**config.mk**
```make
export PLATFORM = sky130hd
export DESIGN_NAME = note_judge
export DESIGN_NICKNAME = d
export VERILOG_FILES = /design/src/rtl/note_judge.sv
export SDC_FILE = /design/constraint.sdc
export NUM_CORES = 1
export LEC_CHECK = 0
export CORE_AREA = 2 2 139 141
export CTS_CLUSTER_DIAMETER = 60
export DETAILED_ROUTE_END_ITERATION = 8
export DIE_AREA = 0 0 141 143
export GPL_TIMING_DRIVEN = 0
export SLEW_MARGIN = 20
export SYNTH_ARGS = -nofsm -noshare
export SYNTH_HDL_FRONTEND = slang
export SYNTH_SLANG_ARGS = --single-unit
```
**constraint.sdc**
```tcl
create_clock -name clk -period 10 [get_ports clk]
set_clock_uncertainty 0.05 [all_clocks]
set_input_delay 1 -clock clk [delete_from_list [all_inputs] [get_ports clk]]
set_output_delay 1 -clock clk [all_outputs]
set_load 0.02 [all_outputs]
```
**src/rtl/note_judge.sv**
```systemverilog
// Rhythm-game note judge: queues upcoming notes, grades the oldest one against
// song time and fret strobes, and keeps score, streak and multiplier.
module note_judge #(
  parameter int DEPTH         = 4,
  parameter int WINDOW        = 100,
  parameter int SCORE_PER_HIT = 50,
  parameter int MULT_STEP     = 10,
  parameter int MAX_MULT      = 4
) (
  input  logic                     clk,
  input  logic                     reset_n,
  input  logic                     pause,
  input  logic [15:0]              song_time,
  input  logic                     note_valid,
  input  logic [15:0]              note_time,
  input  logic [4:0]               note_fret,
  output logic                     note_ready,
  input  logic                     fret_valid,
  input  logic [4:0]               fret,
  output logic                     hit,
  output logic                     miss,
  output logic [4:0]               judged_fret,
  output logic [23:0]              score,
  output logic [9:0]               streak,
  output logic [2:0]               multiplier,
  output logic [$clog2(DEPTH):0]   pending
);

  localparam int AW = $clog2(DEPTH);
  localparam int PW = AW + 1;
  localparam int SW = $clog2(MULT_STEP + 1);
  localparam logic [15:0] WIN16 = 16'(WINDOW);
  localparam logic [16:0] WIN17 = 17'(WINDOW);
  localparam logic [23:0] SPH   = 24'(SCORE_PER_HIT);

  logic [15:0]   r_q_time [DEPTH];
  logic [4:0]    r_q_fret [DEPTH];
  logic [AW-1:0] r_wr_ptr;
  logic [AW-1:0] r_rd_ptr;
  logic [PW-1:0] r_pending;
  logic          r_hit;
  logic          r_miss;
  logic [4:0]    r_judged_fret;
  logic [23:0]   r_score;
  logic [9:0]    r_streak;
  logic [2:0]    r_mult;
  logic [SW-1:0] r_step;

  logic          w_push;
  logic          w_pop;
  logic          w_judge;
  logic          w_hit;
  logic          w_miss;
  logic [15:0]   w_head_time;
  logic [4:0]    w_head_fret;
  logic [15:0]   w_early;
  logic [16:0]   w_late17;
  logic [15:0]   w_late;
  logic [23:0]   w_add;
  logic [24:0]   w_sum;
  logic [23:0]   w_score_nxt;
  logic [SW-1:0] w_step_inc;

  // Full blocks a push even when a pop lands in the same cycle.
  assign note_ready = reset_n & (r_pending < PW'(DEPTH));
  assign w_push     = note_valid & note_ready;

  assign w_head_time = r_q_time[r_rd_ptr];
  assign w_head_fret = r_q_fret[r_rd_ptr];

  assign w_early  = (w_head_time < WIN16) ? 16'd0 : (w_head_time - WIN16);
  assign w_late17 = {1'b0, w_head_time} + WIN17;
  assign w_late   = w_late17[16] ? 16'hFFFF : w_late17[15:0];

  assign w_judge = !pause && (r_pending != '0);
  assign w_hit   = w_judge && fret_valid && (fret == w_head_fret) &&
                   (song_time >= w_early) && (song_time <= w_late);
  assign w_miss  = w_judge && (song_time > w_late);
  assign w_pop   = w_hit | w_miss;

  // Points use the multiplier in force before this hit is counted.
  assign w_add       = SPH * {21'd0, r_mult};
  assign w_sum       = {1'b0, r_score} + {1'b0, w_add};
  assign w_score_nxt = w_sum[24] ? 24'hFFFFFF : w_sum[23:0];
  assign w_step_inc  = r_step + SW'(1);

  always_ff @(posedge clk) begin
    if (w_push) begin
      r_q_time[r_wr_ptr] <= note_time;
      r_q_fret[r_wr_ptr] <= note_fret;
    end
  end

  always_ff @(posedge clk) begin
    if (!reset_n) begin
      r_wr_ptr      <= '0;
      r_rd_ptr      <= '0;
      r_pending     <= '0;
      r_hit         <= 1'b0;
      r_miss        <= 1'b0;
      r_judged_fret <= '0;
      r_score       <= '0;
      r_streak      <= '0;
      r_mult        <= 3'd1;
      r_step        <= '0;
    end else begin
      r_hit  <= w_hit;
      r_miss <= w_miss;
      if (w_push) r_wr_ptr <= r_wr_ptr + AW'(1);
      if (w_pop)  r_rd_ptr <= r_rd_ptr + AW'(1);
      case ({w_push, w_pop})
        2'b10:   r_pending <= r_pending + PW'(1);
        2'b01:   r_pending <= r_pending - PW'(1);
        default: r_pending <= r_pending;
      endcase
      if (w_hit) begin
        r_judged_fret <= w_head_fret;
        r_score       <= w_score_nxt;
        if (r_streak != 10'd1023) r_streak <= r_streak + 10'd1;
        if (w_step_inc == SW'(MULT_STEP)) begin
          r_step <= '0;
          if (r_mult < 3'(MAX_MULT)) r_mult <= r_mult + 3'd1;
        end else begin
          r_step <= w_step_inc;
        end
      end else if (w_miss) begin
        r_judged_fret <= w_head_fret;
        r_streak      <= '0;
        r_step        <= '0;
        r_mult        <= 3'd1;
      end
    end
  end

  assign hit         = r_hit;
  assign miss        = r_miss;
  assign judged_fret = r_judged_fret;
  assign score       = r_score;
  assign streak      = r_streak;
  assign multiplier  = r_mult;
  assign pending     = r_pending;

endmodule

```
**After elaboration in Yosys (flattened, before gate mapping)**

Memories as Yosys holds them, arrays and structs flattened. A register that Yosys moved wholly into a read port is not among the register bits.
Cells that the tools add are included.

- Output and inout port bits: 48
- Word-level logic and storage cells: 74
- RAM bits: 84
- Memories kept: 2
- Flip-flop bits (word level): 55

Memory list:

| memory | words | bits a word | rd ports | clocked after memory_dff | write ports | line | text |
|---|---|---|---|---|---|---|---|
| r_q_time | 4 | 16 | 1 | 1 | 1 | 36 | `logic [15:0] r_q_time [DEPTH];` |
| r_q_fret | 4 | 5 | 1 | 1 | 1 | 37 | `logic [4:0] r_q_fret [DEPTH];` |

- Bitwise gates (word level): 3
- Equality and inequality tests: 8
- Reduce and logical (&&, ||, !) cells: 12
- $lt $le $gt $ge: 6
- Multiply operators: 1
- $add $sub $neg: 10
- Mux-type cells: 22

Operator list:

| operator | number |
|---|---|
| 2-to-1 mux 16 bit | 2 |
| 2-to-1 mux 10 bit | 3 |
| adder 24 x 9 -> 25 bit | 1 |
| 2-to-1 mux 24 bit | 1 |
| adder 16 x 7 -> 17 bit (second input constant) | 1 |
| greater-or-equal comparator 16 bit | 1 |
| greater-than comparator 16 bit | 1 |
| less-or-equal comparator 16 bit | 1 |
| < comparator 16 x 7 -> 1 bit (second input constant) | 1 |
| subtractor 16 x 7 -> 16 bit (second input constant) | 1 |
| 2-to-1 mux 3 bit | 4 |
| 2-to-1 mux 4 bit | 3 |
| adder 10 x 1 -> 10 bit (second input constant) | 1 |
| 2-to-1 mux 5 bit | 2 |
| != test 10 bit (second input constant) | 1 |
| multiplier 5 x 3 -> 8 bit (first input constant) | 1 |
| 2-to-1 mux 2 bit | 4 |
| adder 3 x 1 -> 3 bit (second input constant) | 2 |
| logical AND 1 bit | 6 |
| < comparator 3 bit (second input constant) | 2 |
| != test 2 x 1 -> 1 bit (second input constant) | 3 |
| one-hot mux 3 bit (2 select lines) | 1 |
| equality test 5 bit | 1 |
| adder 2 x 1 -> 2 bit (second input constant) | 2 |
| other kinds (13) | 16 |

**Longest topological paths before layout**

- Depth in word-level cells: 9
- Depth in mapped cells: 24
- Depth with buffers taken out: 21

**Worst setup path before layout**

OpenSTA, ideal clock, no wires.

- Path type: register to register
- From: reg with a tool-made name
- To: reg r_pending[2] (netlist: pending[2])
- Setup slack: 4.606 ns
- Arrival time: 5.273 ns
- Required time: 9.879 ns
- Library setup time: 0.071 ns
- Cell stages (with the launch flop): 22
- Period minus slack after synthesis: 5.394 ns
- Cell sequence: dfxtp_1 buf_6 buf_2 mux4_2 or3_1 nor4_1 nand3_1 clkbuf_1 nand2_1 ha_1 a21o_1 a21o_1 a211oi_1 o221ai_1 o211ai_4 clkbuf_1 nand2_1 ha_1 fa_1 xnor2_1 or3_1 a21oi_1

RTL lines:

| element | line | text |
|---|---|---|
| end signal, assigned | 112 | `2'b10: r_pending <= r_pending + PW'(1);` |
| end signal, assigned | 113 | `2'b01: r_pending <= r_pending - PW'(1);` |
| end signal, assigned | 114 | `default: r_pending <= r_pending;` |
| end, declared | 40 | `logic [PW-1:0] r_pending;` |

==> out/results.tsv <==
metric	value	unit
result of the run	finished clean	
input/output buffers	93	
register area share after synthesis	48.50	%
time the final worst path needs with I/O delays and setup	6811	ps
most frequently used flop master after synthesis	edfxtp_1	
number of levels the H-tree was split into	4	
total power draw	0.001510	W
dpl ws	3249	ps
max_slew headroom	55.24	%
leakage	3.364	nW
max cap viols	0	
highest-count cells in the layout ignoring fill and taps	93 x clkdlybuf4s50_1, 84 x edfxtp_1, 57 x dfxtp_1	
std cell rows	50	
capture point of the worst reg-to-reg path	pending[2]$_SDFFE_PN0P_	
overall routed net length	19230	um
netlist area before placement	7553	sq um
Gate Count Post-Synth	683	
ys async rst share	0	%
maximum clock frequency	146.8	MHz
last element of the critical path	pending[2]$_SDFFE_PN0P_	
hold crit path type	reg2reg	
drt first-iter violations	367	
Routability Congestion	0.8532	
Yosys warning total	0	
Setup TNS	0	ps
final worst-path cycle share	68.11	%
Root Buffer	clkbuf_16	
most common cell after layout, fill and taps aside	clkdlybuf4s50_1	
horizontal die dimension	141	um
layout cell share with drive strength beyond 1	9.294	%
final layout net count	899	
clock tree from TritonCTS	built	
minimum hold slack	421.9	ps
critical path start-end classification	reg2reg	
Area Overhead vs Synth	23.82	%
final critical-path setup slack	3189	ps
DRC viols	0	
transition at the pin with the smallest max-transition slack	671.4	ps
die outline height	143	um
mean post-synth cell area	11.06	sq um
crit end category	register	
final hold violation count	0	
initial antenna violation count	0	
total global routing track utilization	19.48	%
insertion delay to the later sink of the worst-skew pair	420	ps
Setup violations, final	0	
Placed Cells	1010	
critical path startpoint category	register	
sum of overflow across all layers after global routing	0	
largest driver fanout on the critical path	10	
starting utilization of the core area	40.65	%
RSZ-0062 raised after global routing	false	
number of enable-type register cells in the synthesized netlist	84	
clk slew on worst S/H paths	60	ps
first-pass iteration count of the detailed router	5	
worst endpoint required time	10300	ps
FILL cells	1664	
DPL Wire Length	14040	um
depth of the worst register-to-register path	23	
Pwr per Cell Area	161.5	nW/um^2
fin cells	1041	
setup slack of the most critical reg-to-reg path	3190	ps
WP data arrival	7110	ps
largest area contributor in the netlist	edfxtp_1	
Final Slew Violations	0	
core area	18580	sq um
Avg Vias per Cell	5.806	
portion of synthesized cell area occupied by the leading cell type	33.39	%
total CTS buffers	17	
number of global-route vias before repair	5896	
number of different library cells in the post-synthesis netlist	60	
number of nets in the synthesized netlist	787	
total of flip-flops plus latches after synthesis	141	
number of resized instances in the post-cts repair step	0	
CTS Hold Buffers Added	0	
largest net degree at the start of global routing	22	
buffer count from post-CTS setup fixing	0	
Detail Route Antenna Nets	0	
peak supply drop	0.1309	mV
Die Footprint	20160	sq um
wire length of the first global-routing pass	30420	um
main area contributors after synthesis	edfxtp_1 33%, dfxtp_1 15%, ha_1 9.1%	
Antenna Cells	0	
count of boundary I/O pins	95	
clk sink count	141	
routed length per instance	18.47	um
Clock Tree Buf Depth	2	
vias after detailed routing	6044	
synthesized netlist by cell type (all sizes together) (8+ instances only):
library cell	n
inv	24
dfxtp	57
nor3	16
and3	17
or2	8
xnor2	20
nor2	51
xor2	12
edfxtp	84
nand4	14
o31ai	12
nand2	53
a21oi	42
clkbuf	16
a31oi	17
o21ai	26
mux4	21
ha	55
buf	10
nand3	29
a21o	8
area by class of cell:
cell class                 instances  area (sq um)  share of cell area [%]
tap                              234         292.8                   3.130
inverter                          24         90.09                  0.9632
buffer                            26         116.4                   1.244
clock inverter                    13         141.4                   1.512
multi-input combinational        492          3689                   39.44
clock buffer                      18         429.2                   4.589
sequential                       141          3664                   39.17
timing repair buffer              93         930.9                   9.953
worst min path at each step:
stage / start / end / slack, ps / cells after the start
floorplan: r_step[1]$_SDFFE_PN0P_ / r_step[1]$_SDFFE_PN0P_ / 430 / 2
global placement: judged_fret[2]$_SDFFE_PN0P_ / judged_fret[2]$_SDFFE_PN0P_ / 420 / 2
detailed placement: judged_fret[3]$_SDFFE_PN0P_ / judged_fret[3]$_SDFFE_PN0P_ / 410 / 2
CTS: judged_fret[3]$_SDFFE_PN0P_ / judged_fret[3]$_SDFFE_PN0P_ / 420 / 2
global route: judged_fret[2]$_SDFFE_PN0P_ / judged_fret[2]$_SDFFE_PN0P_ / 450 / 2
finish: judged_fret[3]$_SDFFE_PN0P_ / judged_fret[3]$_SDFFE_PN0P_ / 420 / 2
sequential cells by signal (all words and copies together), names as in the netlist, named ones only:
register	count
hit	1
judged_fret	5
miss	1
multiplier	3
pending	3
r_q_fret	20
r_q_time	64
r_rd_ptr	2
r_step	4
r_wr_ptr	2
score	24
streak	10
routing by layer:
| layer | up-vias | wire [um] | GRT usage, % |
|---|---|---|---|
| met1 | 2963 | 8227 | 24.35 |
| met5 | - | 0 | 0 |
| met4 | 0 | 369 | 6.895 |
| li1 | 2844 | - | - |
| met3 | 35 | 1023 | 4.024 |
| met2 | 202 | 9608 | 33.63 |
stage by stage:
stage	instance area (sq um)	util [%]
2_1_floorplan	7553	-
3_3_place_gp	8777	47.24
3_5_place_dp	8782	47.27
4_1_cts	9353	50.34
5_1_grt	9353	50.34
6_report	9353	50.34
logic make-up (layout without fill, tap and decap cells):
logic type                 after synthesis  count (layout)  share of synthesized area [%]
buffers and inverters                   50             174                          2.733
xor gates and xnor gates                32              32                          3.710
AOI/OAI and AO/OA                      146             146                          12.80
and+or+nand+nor                        232             232                          15.77
adders and majority gates               57              57                          9.641
DFF                                    141             141                          48.50
muxes                                   25              25                          6.841
where the power goes:
group	total [W]	leakage (nW)	switching [W]	internal [W]
sequential	0.000639	1.22	0.00000817	0.000631
clock	0.000622	0.259	0.000255	0.000367
combinational	0.000249	1.88	0.000141	0.000108
total	0.00151	3.36	0.000404	0.00111
worst max-delay path, stage by stage (launching register included):
cell and delay (ps):
dfxtp_1 360, clkbuf_1 530, clkbuf_1 540, mux4_2 430
nand4_1 170, inv_1 110, and3_1 210, nand2_1 100
nor2_1 400, buf_2 330, nor2_1 90, ha_1 290
and4_1 270, and4_1 230, o21ai_0 120, and3_1 270
o211ai_4 340, clkbuf_1 430, nand2_1 170, ha_1 260
fa_1 400, xnor2_1 150, or3_1 320, a21oi_1 150
Power figures use the tool's default switching activity.
